[config.mk]
export PLATFORM = sky130hd
export DESIGN_NAME = grid_io_bank_dbuf
export DESIGN_NICKNAME = d
export VERILOG_FILES = /design/src/rtl/grid_io_bank_dbuf.sv
export SDC_FILE = /design/constraint.sdc
export NUM_CORES = 1
export LEC_CHECK = 0
export ABC_AREA = 1
export CORE_MARGIN = 5
export CORE_UTILIZATION = 32
export CTS_BUF_LIST = sky130_fd_sc_hd__clkbuf_16
export DETAILED_ROUTE_END_ITERATION = 6
export PLACE_DENSITY = 0.6
export SLEW_MARGIN = 20
export SYNTH_ARGS = -nofsm -noshare
export SYNTH_HDL_FRONTEND = slang
export SYNTH_SLANG_ARGS = --single-unit
[constraint.sdc]
create_clock -name prog_clk -period 1.4 [get_ports prog_clk]
set_clock_uncertainty 0.2 [all_clocks]
set_input_delay 0.28 -clock prog_clk [delete_from_list [all_inputs] [get_ports prog_clk]]
set_output_delay 0.28 -clock prog_clk [all_outputs]
set_load 0.01 [all_outputs]
[src/rtl/grid_io_bank_dbuf.sv]
// Bottom-edge IO bank: NUM_IO pad subtiles configured through a double-buffered ccff chain.
// Latency: head->shadow[0] one prog_clk, head->tail TOTAL cycles, commit visible the cycle after load.
// No backpressure: shift/load act every edge; a load with the wrong bit count is refused and flagged.
module grid_io_bank_dbuf #(
  parameter int NUM_IO   = 9,
  parameter int CFG_BITS = 2
) (
  input  logic              prog_clk,
  input  logic              prog_reset_n,
  input  logic              IO_ISOL_N,
  input  logic              ccff_en,
  input  logic              ccff_load,
  input  logic              ccff_head,
  output logic              ccff_tail,
  input  logic [NUM_IO-1:0] gfpga_pad_EMBEDDED_IO_HD_SOC_IN,
  output logic [NUM_IO-1:0] gfpga_pad_EMBEDDED_IO_HD_SOC_OUT,
  output logic [NUM_IO-1:0] gfpga_pad_EMBEDDED_IO_HD_SOC_DIR,
  input  logic [NUM_IO-1:0] io_outpad,
  output logic [NUM_IO-1:0] io_inpad_upper,
  output logic [NUM_IO-1:0] io_inpad_lower,
  output logic              cfg_valid,
  output logic              cfg_err
);

  localparam int TOTAL = NUM_IO * CFG_BITS;
  localparam int CNT_W = $clog2(TOTAL + 2);
  localparam logic [CNT_W-1:0] CNT_FULL = CNT_W'(TOTAL);
  localparam logic [CNT_W-1:0] CNT_OVER = CNT_W'(TOTAL + 1);

  logic [TOTAL-1:0]  r_shadow;
  logic [TOTAL-1:0]  r_active;
  logic [CNT_W-1:0]  r_cnt;
  logic              r_cfg_valid;
  logic              r_cfg_err;

  logic              w_safe;
  logic [NUM_IO-1:0] w_oe;
  logic [NUM_IO-1:0] w_inv;
  logic [NUM_IO-1:0] w_dir;
  logic [NUM_IO-1:0] w_out;
  logic [NUM_IO-1:0] w_inpad;

  // Config chain: load has priority over shift and only commits an exactly-full shadow.
  always_ff @(posedge prog_clk or negedge prog_reset_n) begin
    if (!prog_reset_n) begin
      r_shadow    <= '0;
      r_active    <= '0;
      r_cnt       <= '0;
      r_cfg_valid <= 1'b0;
      r_cfg_err   <= 1'b0;
    end else if (ccff_load) begin
      // Counter restarts on every load attempt; shadow is left intact either way.
      r_cnt <= '0;
      if (r_cnt == CNT_FULL) begin
        r_active    <= r_shadow;
        r_cfg_valid <= 1'b1;
        r_cfg_err   <= 1'b0;
      end else begin
        r_cfg_err   <= 1'b1;
      end
    end else if (ccff_en) begin
      r_shadow <= {r_shadow[TOTAL-2:0], ccff_head};
      // Saturate one past full so an overshift can never alias back to a valid count.
      if (r_cnt != CNT_OVER) begin
        r_cnt <= r_cnt + 1'b1;
      end
    end
  end

  assign ccff_tail = r_shadow[TOTAL-1];
  assign cfg_valid = r_cfg_valid;
  assign cfg_err   = r_cfg_err;

  // Pads are forced safe until a config is committed, or while isolated.
  assign w_safe = ~IO_ISOL_N | ~r_cfg_valid;

  // Per-subtile pad steering from the active config only, so shifting never disturbs the pads.
  always_comb begin
    w_oe    = '0;
    w_inv   = '0;
    w_dir   = '0;
    w_out   = '0;
    w_inpad = '0;
    for (int i = 0; i < NUM_IO; i++) begin
      w_oe[i]    = r_active[i*CFG_BITS];
      w_inv[i]   = r_active[i*CFG_BITS+1];
      w_dir[i]   = w_safe | ~w_oe[i];
      w_out[i]   = (w_safe | ~w_oe[i]) ? 1'b0 : (io_outpad[i] ^ w_inv[i]);
      w_inpad[i] = (w_safe |  w_oe[i]) ? 1'b0 : (gfpga_pad_EMBEDDED_IO_HD_SOC_IN[i] ^ w_inv[i]);
    end
  end

  assign gfpga_pad_EMBEDDED_IO_HD_SOC_DIR = w_dir;
  assign gfpga_pad_EMBEDDED_IO_HD_SOC_OUT = w_out;
  assign io_inpad_upper                   = w_inpad;
  assign io_inpad_lower                   = w_inpad;

endmodule

Yosys cells after proc, flatten, opt, wreduce, memory -nomap -nowiden
Cells that the tools add are included.

Flip-flop bits (word level): 43. Input port bits: 24. Output and inout port bits: 39. Word-level logic and storage cells: 84.

Add/sub/neg operators: 1. Eq/ne operators: 2. Multiplexer cells: 22. Bitwise gates (word level): 49. Reductions and logical operators: 5.

Operator list (count): $mux W1 (19); $or A1 B1 Y1 (19); $xor A1 B1 Y1 (18); $mux W5 (3); $not A1 Y1 (12); $reduce_and A2 Y1 (3); $add A5 B1 Y5 const B (1); $eq A5 B5 Y1 const B (1); $ne A5 B5 Y1 const B (1); $reduce_bool A2 Y1 (2).

Longest topological paths before layout
Depth in word-level cells: 4. Mapped depth: 7. Gate-level depth less buffers: 7.

Least setup slack after synthesis
No wires, ideal clock.

Path kind: reg-to-output. Start: register r_cfg_valid (netlist: cfg_valid). End: output io_inpad_upper[0]. Arrival time: 1.089 ns. Data required time: 0.920 ns. Path slack: -0.169 ns. Cell stages (with the launch flop): 4. Path buffers: 1. Cells stage by stage: dfrtp_1 nand2_2 nor3_1 buf_4.

Longest elaborated chain between the ends: 4.

RTL lines: start, declared (line 33) `logic r_cfg_valid;`; start signal, assigned (line 49) `r_cfg_valid <= 1'b0;`; start signal, assigned (line 56) `r_cfg_valid <= 1'b1;`; $not A1 Y1 (line 75) `assign w_safe = ~IO_ISOL_N | ~r_cfg_valid;`; $or A1 B1 Y1 (line 75); $or A1 B1 Y1 (line 89) `w_inpad[i] = (w_safe | w_oe[i]) ? 1'b0 : (gfpga_pad_EMBEDDED_IO_HD_SOC_IN[i] ^ w_inv[i]);`; $mux W1 (line 89); end, declared (line 19) `output logic [NUM_IO-1:0] io_inpad_upper,`.

Every way passes these cells.

Worst setup path after layout
Start: register r_cfg_valid (netlist: cfg_valid). End: output io_inpad_lower[4].

Longest elaborated chain between the ends: 4.

RTL lines: $not A1 Y1 (line 75); $or A1 B1 Y1 (line 75); $or A1 B1 Y1 (line 89); $mux W1 (line 89); end, declared (line 20) `output logic [NUM_IO-1:0] io_inpad_lower,`.

Every way passes these cells.

==> report_table.html <==
<table>
<tr><th>Metric</th><th>Value</th></tr>
<tr><th colspan="2">Run status</th></tr>
<tr><td>Run status</td><td>finished, violations left</td></tr>
<tr><td>Violations in the final reports</td><td>negative setup slack</td></tr>
<tr><th colspan="2">Worst setup path</th></tr>
<tr><td>Worst reg2reg startpoint</td><td>r_cnt[0]</td></tr>
<tr><td>Delay of the slowest cell on the worst path</td><td>0.42 ns</td></tr>
<tr><td>Largest fanout on the critical path</td><td>5</td></tr>
<tr><td>List of cells traversed by the critical path</td><td>nand2_8 &gt; buf_12 &gt; nor3_4 &gt; buf_2</td></tr>
<tr><td>Cell with the largest stage delay on the worst path</td><td>sky130_fd_sc_hd__dfrtp_2</td></tr>
<tr><td>Worst endpoint required time</td><td>~0.9 ns</td></tr>
<tr><td>Critical path's top delay family</td><td>flip-flops</td></tr>
<tr><td>Worst setup path class</td><td>reg -&gt; out</td></tr>
<tr><td>Path depth of the worst reg2reg path</td><td>7</td></tr>
<tr><td>Worst endpoint data arrival time</td><td>1.25 ns</td></tr>
<tr><td>WP buf/inv</td><td>2</td></tr>
<tr><td>Crit path launch type</td><td>register</td></tr>
<tr><td>FF-to-FF setup slack</td><td>-0.08 ns</td></tr>
<tr><td>Worst setup EP type</td><td>output pin</td></tr>
<tr><td>Reg-to-reg endpoint</td><td>r_active[5]</td></tr>
<tr><th colspan="2">Place</th></tr>
<tr><td>Buffers added on ports</td><td>a little over 60</td></tr>
<tr><td>Last weighted congestion value of the routability-driven placer</td><td>approximately 0.81</td></tr>
<tr><td>Post-DP HPWL</td><td>3.73 mm</td></tr>
<tr><td># placed instances</td><td>~400</td></tr>
<tr><td>Worst setup timing slack at the placement stage</td><td>-0.913 ns</td></tr>
<tr><td>Post-place instance area</td><td>approximately 3100 um2</td></tr>
<tr><th colspan="2">Timing</th></tr>
<tr><td>Slew @ Worst Pin</td><td>around 0.30 ns</td></tr>
<tr><td>Setup repair after global routing missed its margin</td><td>true</td></tr>
<tr><td>Period utilization</td><td>1.23</td></tr>
<tr><td>Setup violations, final</td><td>between 50 and 60</td></tr>
<tr><td>Max-slew violation total from the final report</td><td>0</td></tr>
<tr><td>Slew HR</td><td>0.796</td></tr>
<tr><td>Final critical path time including I/O delays and setup</td><td>between 1.5 and 2 ns</td></tr>
<tr><td>Count of endpoints failing hold in the final timing report</td><td>0</td></tr>
<tr><td>Worst setup slack after layout</td><td>-0.327 ns</td></tr>
<tr><td>Fmax</td><td>between 500 and 600 MHz</td></tr>
<tr><td>Post-Route Hold Slack</td><td>0.286 ns</td></tr>
<tr><th colspan="2">Yosys</th></tr>
<tr><td>Cell with the most instances after synthesis</td><td>sky130_fd_sc_hd__nand2_1</td></tr>
<tr><td>Synthesized net count</td><td>roughly 270</td></tr>
<tr><td>Post-synth top flop</td><td>sky130_fd_sc_hd__dfrtp_1</td></tr>
<tr><td>Post-synthesis cell type with the largest combined area</td><td>sky130_fd_sc_hd__dfrtp_1</td></tr>
<tr><td>Number of enable-type register cells in the synthesized netlist</td><td>0</td></tr>
<tr><td>Avg Cell Area, Syn</td><td>8.65 um2</td></tr>
<tr><td>Number of unique standard cell types used by synthesis</td><td>22</td></tr>
<tr><td>Cells taking the most area after synthesis</td><td>sky130_fd_sc_hd__dfrtp_1 (51%), sky130_fd_sc_hd__nand2_1 (17%), sky130_fd_sc_hd__xnor2_1 (7.4%), sky130_fd_sc_hd__buf_4 (3.5%), sky130_fd_sc_hd__o21ai_2 (3.3%)</td></tr>
<tr><td>Async set-reset flop share out of synthesis</td><td>1.00</td></tr>
<tr><td>Flop and latch count out of synthesis</td><td>43</td></tr>
<tr><td>Post-synthesis instance area</td><td>approximately 2100 um2</td></tr>
<tr><td>Share of synthesized area occupied by flip-flops and latches</td><td>0.508</td></tr>
<tr><td>Instance count of the mapped netlist</td><td>around 250</td></tr>
<tr><td>Yosys warning total</td><td>0</td></tr>
<tr><td>Leading cell types by count after synthesis</td><td>sky130_fd_sc_hd__nand2_1 (95), sky130_fd_sc_hd__dfrtp_1 (43), sky130_fd_sc_hd__xnor2_1 (18), sky130_fd_sc_hd__inv_1 (16), sky130_fd_sc_hd__o21ai_0 (13)</td></tr>
<tr><td>Fraction of synthesized cell area taken by the top area cell type</td><td>0.508</td></tr>
<tr><th colspan="2">Floorplan</th></tr>
<tr><td>Number of ports placed on the die boundary</td><td>63</td></tr>
<tr><td>Die Wd</td><td>91.4 um</td></tr>
<tr><td>Core region area</td><td>6390 um2</td></tr>
<tr><td>Floorplan row count</td><td>29</td></tr>
<tr><td>Starting Density</td><td>0.332</td></tr>
<tr><td>Die extent in y</td><td>around 91 um</td></tr>
<tr><td>Die Outline Area</td><td>~8300 um2</td></tr>
<tr><th colspan="2">Cells and area</th></tr>
<tr><td># fillers</td><td>around 600</td></tr>
<tr><td>Final instance area</td><td>approximately 3500 um2</td></tr>
<tr><td>Fraction of final layout cells with drive strength greater than 1</td><td>0.485</td></tr>
<tr><td>Non-filler cells in the finished layout</td><td>415</td></tr>
<tr><td>ANT cells</td><td>0</td></tr>
<tr><td>Core occupancy in the finished layout</td><td>0.550</td></tr>
<tr><td>Layout area overhead</td><td>65.8%</td></tr>
<tr><td>Fin nets</td><td>363</td></tr>
<tr><th colspan="2">Clock tree</th></tr>
<tr><td>Number of buffers inserted during clock tree synthesis</td><td>5</td></tr>
<tr><td>Maximum count of clock buffers along a single path</td><td>2</td></tr>
<tr><td>CTS sink cnt</td><td>43</td></tr>
<tr><td>Clock tree from TritonCTS</td><td>done</td></tr>
<tr><td>Clock insertion delay at the later pin of the skew report</td><td>roughly 0.28 ns</td></tr>
<tr><td>Clock slew at reported path FFs</td><td>about 0.06 ns</td></tr>
<tr><td>Master cell of the clock root buffer</td><td>sky130_fd_sc_hd__clkbuf_16</td></tr>
<tr><td>H-tree Lvls</td><td>2</td></tr>
<tr><th colspan="2">GRT</th></tr>
<tr><td>Via count of the first global-routing pass</td><td>approximately 1,700</td></tr>
<tr><td>GRT Overall Usage</td><td>0.126</td></tr>
<tr><td>Global route overflow</td><td>0</td></tr>
<tr><td>Number of antenna violations at the first check in global routing</td><td>0</td></tr>
<tr><td>First-pass GRT wire length</td><td>8.69 mm</td></tr>
<tr><td>Pin count of the biggest net entering global routing</td><td>44</td></tr>
<tr><th colspan="2">Detailed routing</th></tr>
<tr><td>Detailed router's first-iteration violation count</td><td>70</td></tr>
<tr><td>Mean number of vias per cell</td><td>around 4.5</td></tr>
<tr><td>Final WL</td><td>5.29 mm</td></tr>
<tr><td>Avg WL per Cell</td><td>roughly 13 um</td></tr>
<tr><td>Drt drc</td><td>0</td></tr>
<tr><td>Post-detailed-route count of antenna-violating nets</td><td>0</td></tr>
<tr><td>Drt first pass iters</td><td>4</td></tr>
<tr><td>Total via count after detailed routing</td><td>~1,900</td></tr>
<tr><th colspan="2">Run</th></tr>
<tr><td>Max-cap check violation count</td><td>0</td></tr>
<tr><th colspan="2">Hold path</th></tr>
<tr><td>Min-delay worst type</td><td>in -&gt; reg</td></tr>
<tr><td>Hold Crit Depth</td><td>5</td></tr>
<tr><td>Hold wc startpoint</td><td>ccff_en</td></tr>
<tr><td>Worst Hold Path EP</td><td>r_cnt[0]</td></tr>
<tr><th colspan="2">Power</th></tr>
<tr><td>Maximum vdd ir drop</td><td>roughly 0.46 mV</td></tr>
<tr><td>Static leakage power</td><td>about 1.8 nW</td></tr>
<tr><td>Power density of the placed cells</td><td>just over 800 nW/um2</td></tr>
</table>
==> placed cells by master (no fill, tap or decap), types with 3 or more instances in the layout <==
cell type                          n
sky130_fd_sc_hd__nand2_1          57
sky130_fd_sc_hd__dfrtp_1          42
sky130_fd_sc_hd__buf_2            28
sky130_fd_sc_hd__nand2_2          21
sky130_fd_sc_hd__buf_4            21
sky130_fd_sc_hd__clkdlybuf4s50_1  19
sky130_fd_sc_hd__xnor2_1          18
sky130_fd_sc_hd__buf_6            18
sky130_fd_sc_hd__nand2_4          16
sky130_fd_sc_hd__inv_1            13
sky130_fd_sc_hd__o21ai_2          10
sky130_fd_sc_hd__nor3_4            9
sky130_fd_sc_hd__nor2_2            8
sky130_fd_sc_hd__o21ai_0           8
sky130_fd_sc_hd__clkbuf_16         5
sky130_fd_sc_hd__nor2_4            4
sky130_fd_sc_hd__o21ai_1           4
sky130_fd_sc_hd__buf_12            4
sky130_fd_sc_hd__inv_2             3
==> metal layers <==
metal	GRT usage	up-vias	share of wire
li1	-	939	-
met2	0.210	41	0.51
met5	0	-	0
met3	0.0347	7	0.054
met4	0.0477	0	0.016
met1	0.155	867	0.42
==> power breakdown <==
group          internal, W  leakage (nW)  switching [W]
clock network     0.000641        0.0701       0.000439
logic             0.000174          1.14       0.000197
registers          0.00135         0.582      0.0000823
total              0.00216          1.79       0.000718
==> flip-flops by register name, summed over array words and instances, names as in the netlist <==
signal and cells:
r_shadow 18, cfg_valid 1, r_cnt 5, cfg_err 1, r_active 18
==> layout make-up <==
type | count | area [um2] | area share
clock inverter | 3 | 11.3 | 0.00321
multi-input combinational | 169 | 1230 | 0.351
tap | 77 | 96.3 | 0.0274
timing repair inverter | 2 | 21.3 | 0.00606
inverter | 18 | 86.3 | 0.0246
timing repair buffer | 98 | 863 | 0.246
sequential | 43 | 1080 | 0.307
clock buffer | 5 | 125 | 0.0356
==> logic make-up after synthesis <==
kind of cell | synth area share
fa+ha+maj | 0.0118
flops | 0.508
simple gates | 0.250
compound gates | 0.0662
buf+inv | 0.0851
xor+xnor | 0.0786
==> how the worst max path moves through the flow <==
stage | startpoint | to | slack, ns | cells after the start
2_1_floorplan | cfg_valid | io_inpad_upper[0] | -0.03 | 3
3_3_place_gp | IO_ISOL_N | io_inpad_lower[7] | -0.90 | 5
3_5_place_dp | IO_ISOL_N | io_inpad_lower[4] | -0.91 | 5
4_1_cts | cfg_valid | io_inpad_lower[4] | -0.33 | 4
5_1_grt | cfg_valid | io_inpad_lower[7] | -0.39 | 4
6_report | cfg_valid | io_inpad_lower[4] | -0.33 | 4
==> tightest hold or removal path: cells and delay by family <==
kind                   cells  cell delay [ns]
AOI/OAI and AO/OA          1             0.06
buffers and inverters      2             0.22
and+or+nand+nor            2             0.16
==> metrics by stage <==
| step | setup TNS [ns] | power [W] |
|---|---|---|
| 4_1_cts | -12.23 | 0.00288 |
| 3_3_place_gp | -43.30 | 0.00178 |
| 6_report | -11.50 | 0.00288 |
| 5_1_grt | -14.66 | 0.00303 |
| 3_5_place_dp | -43.55 | 0.00179 |
| 2_1_floorplan | -0.474 | 0.00159 |
==> repair_timing <==
item,in CTS,in global routing
cloned,2,1
resized for setup,206,45
buffers inserted,1,5
hold buffers,1,0
endpoints found under the hold margin,43,0
pin swaps,16,21
endpoints found under the setup margin,71,74
Note: power is estimated with default switching activity, not from simulation.
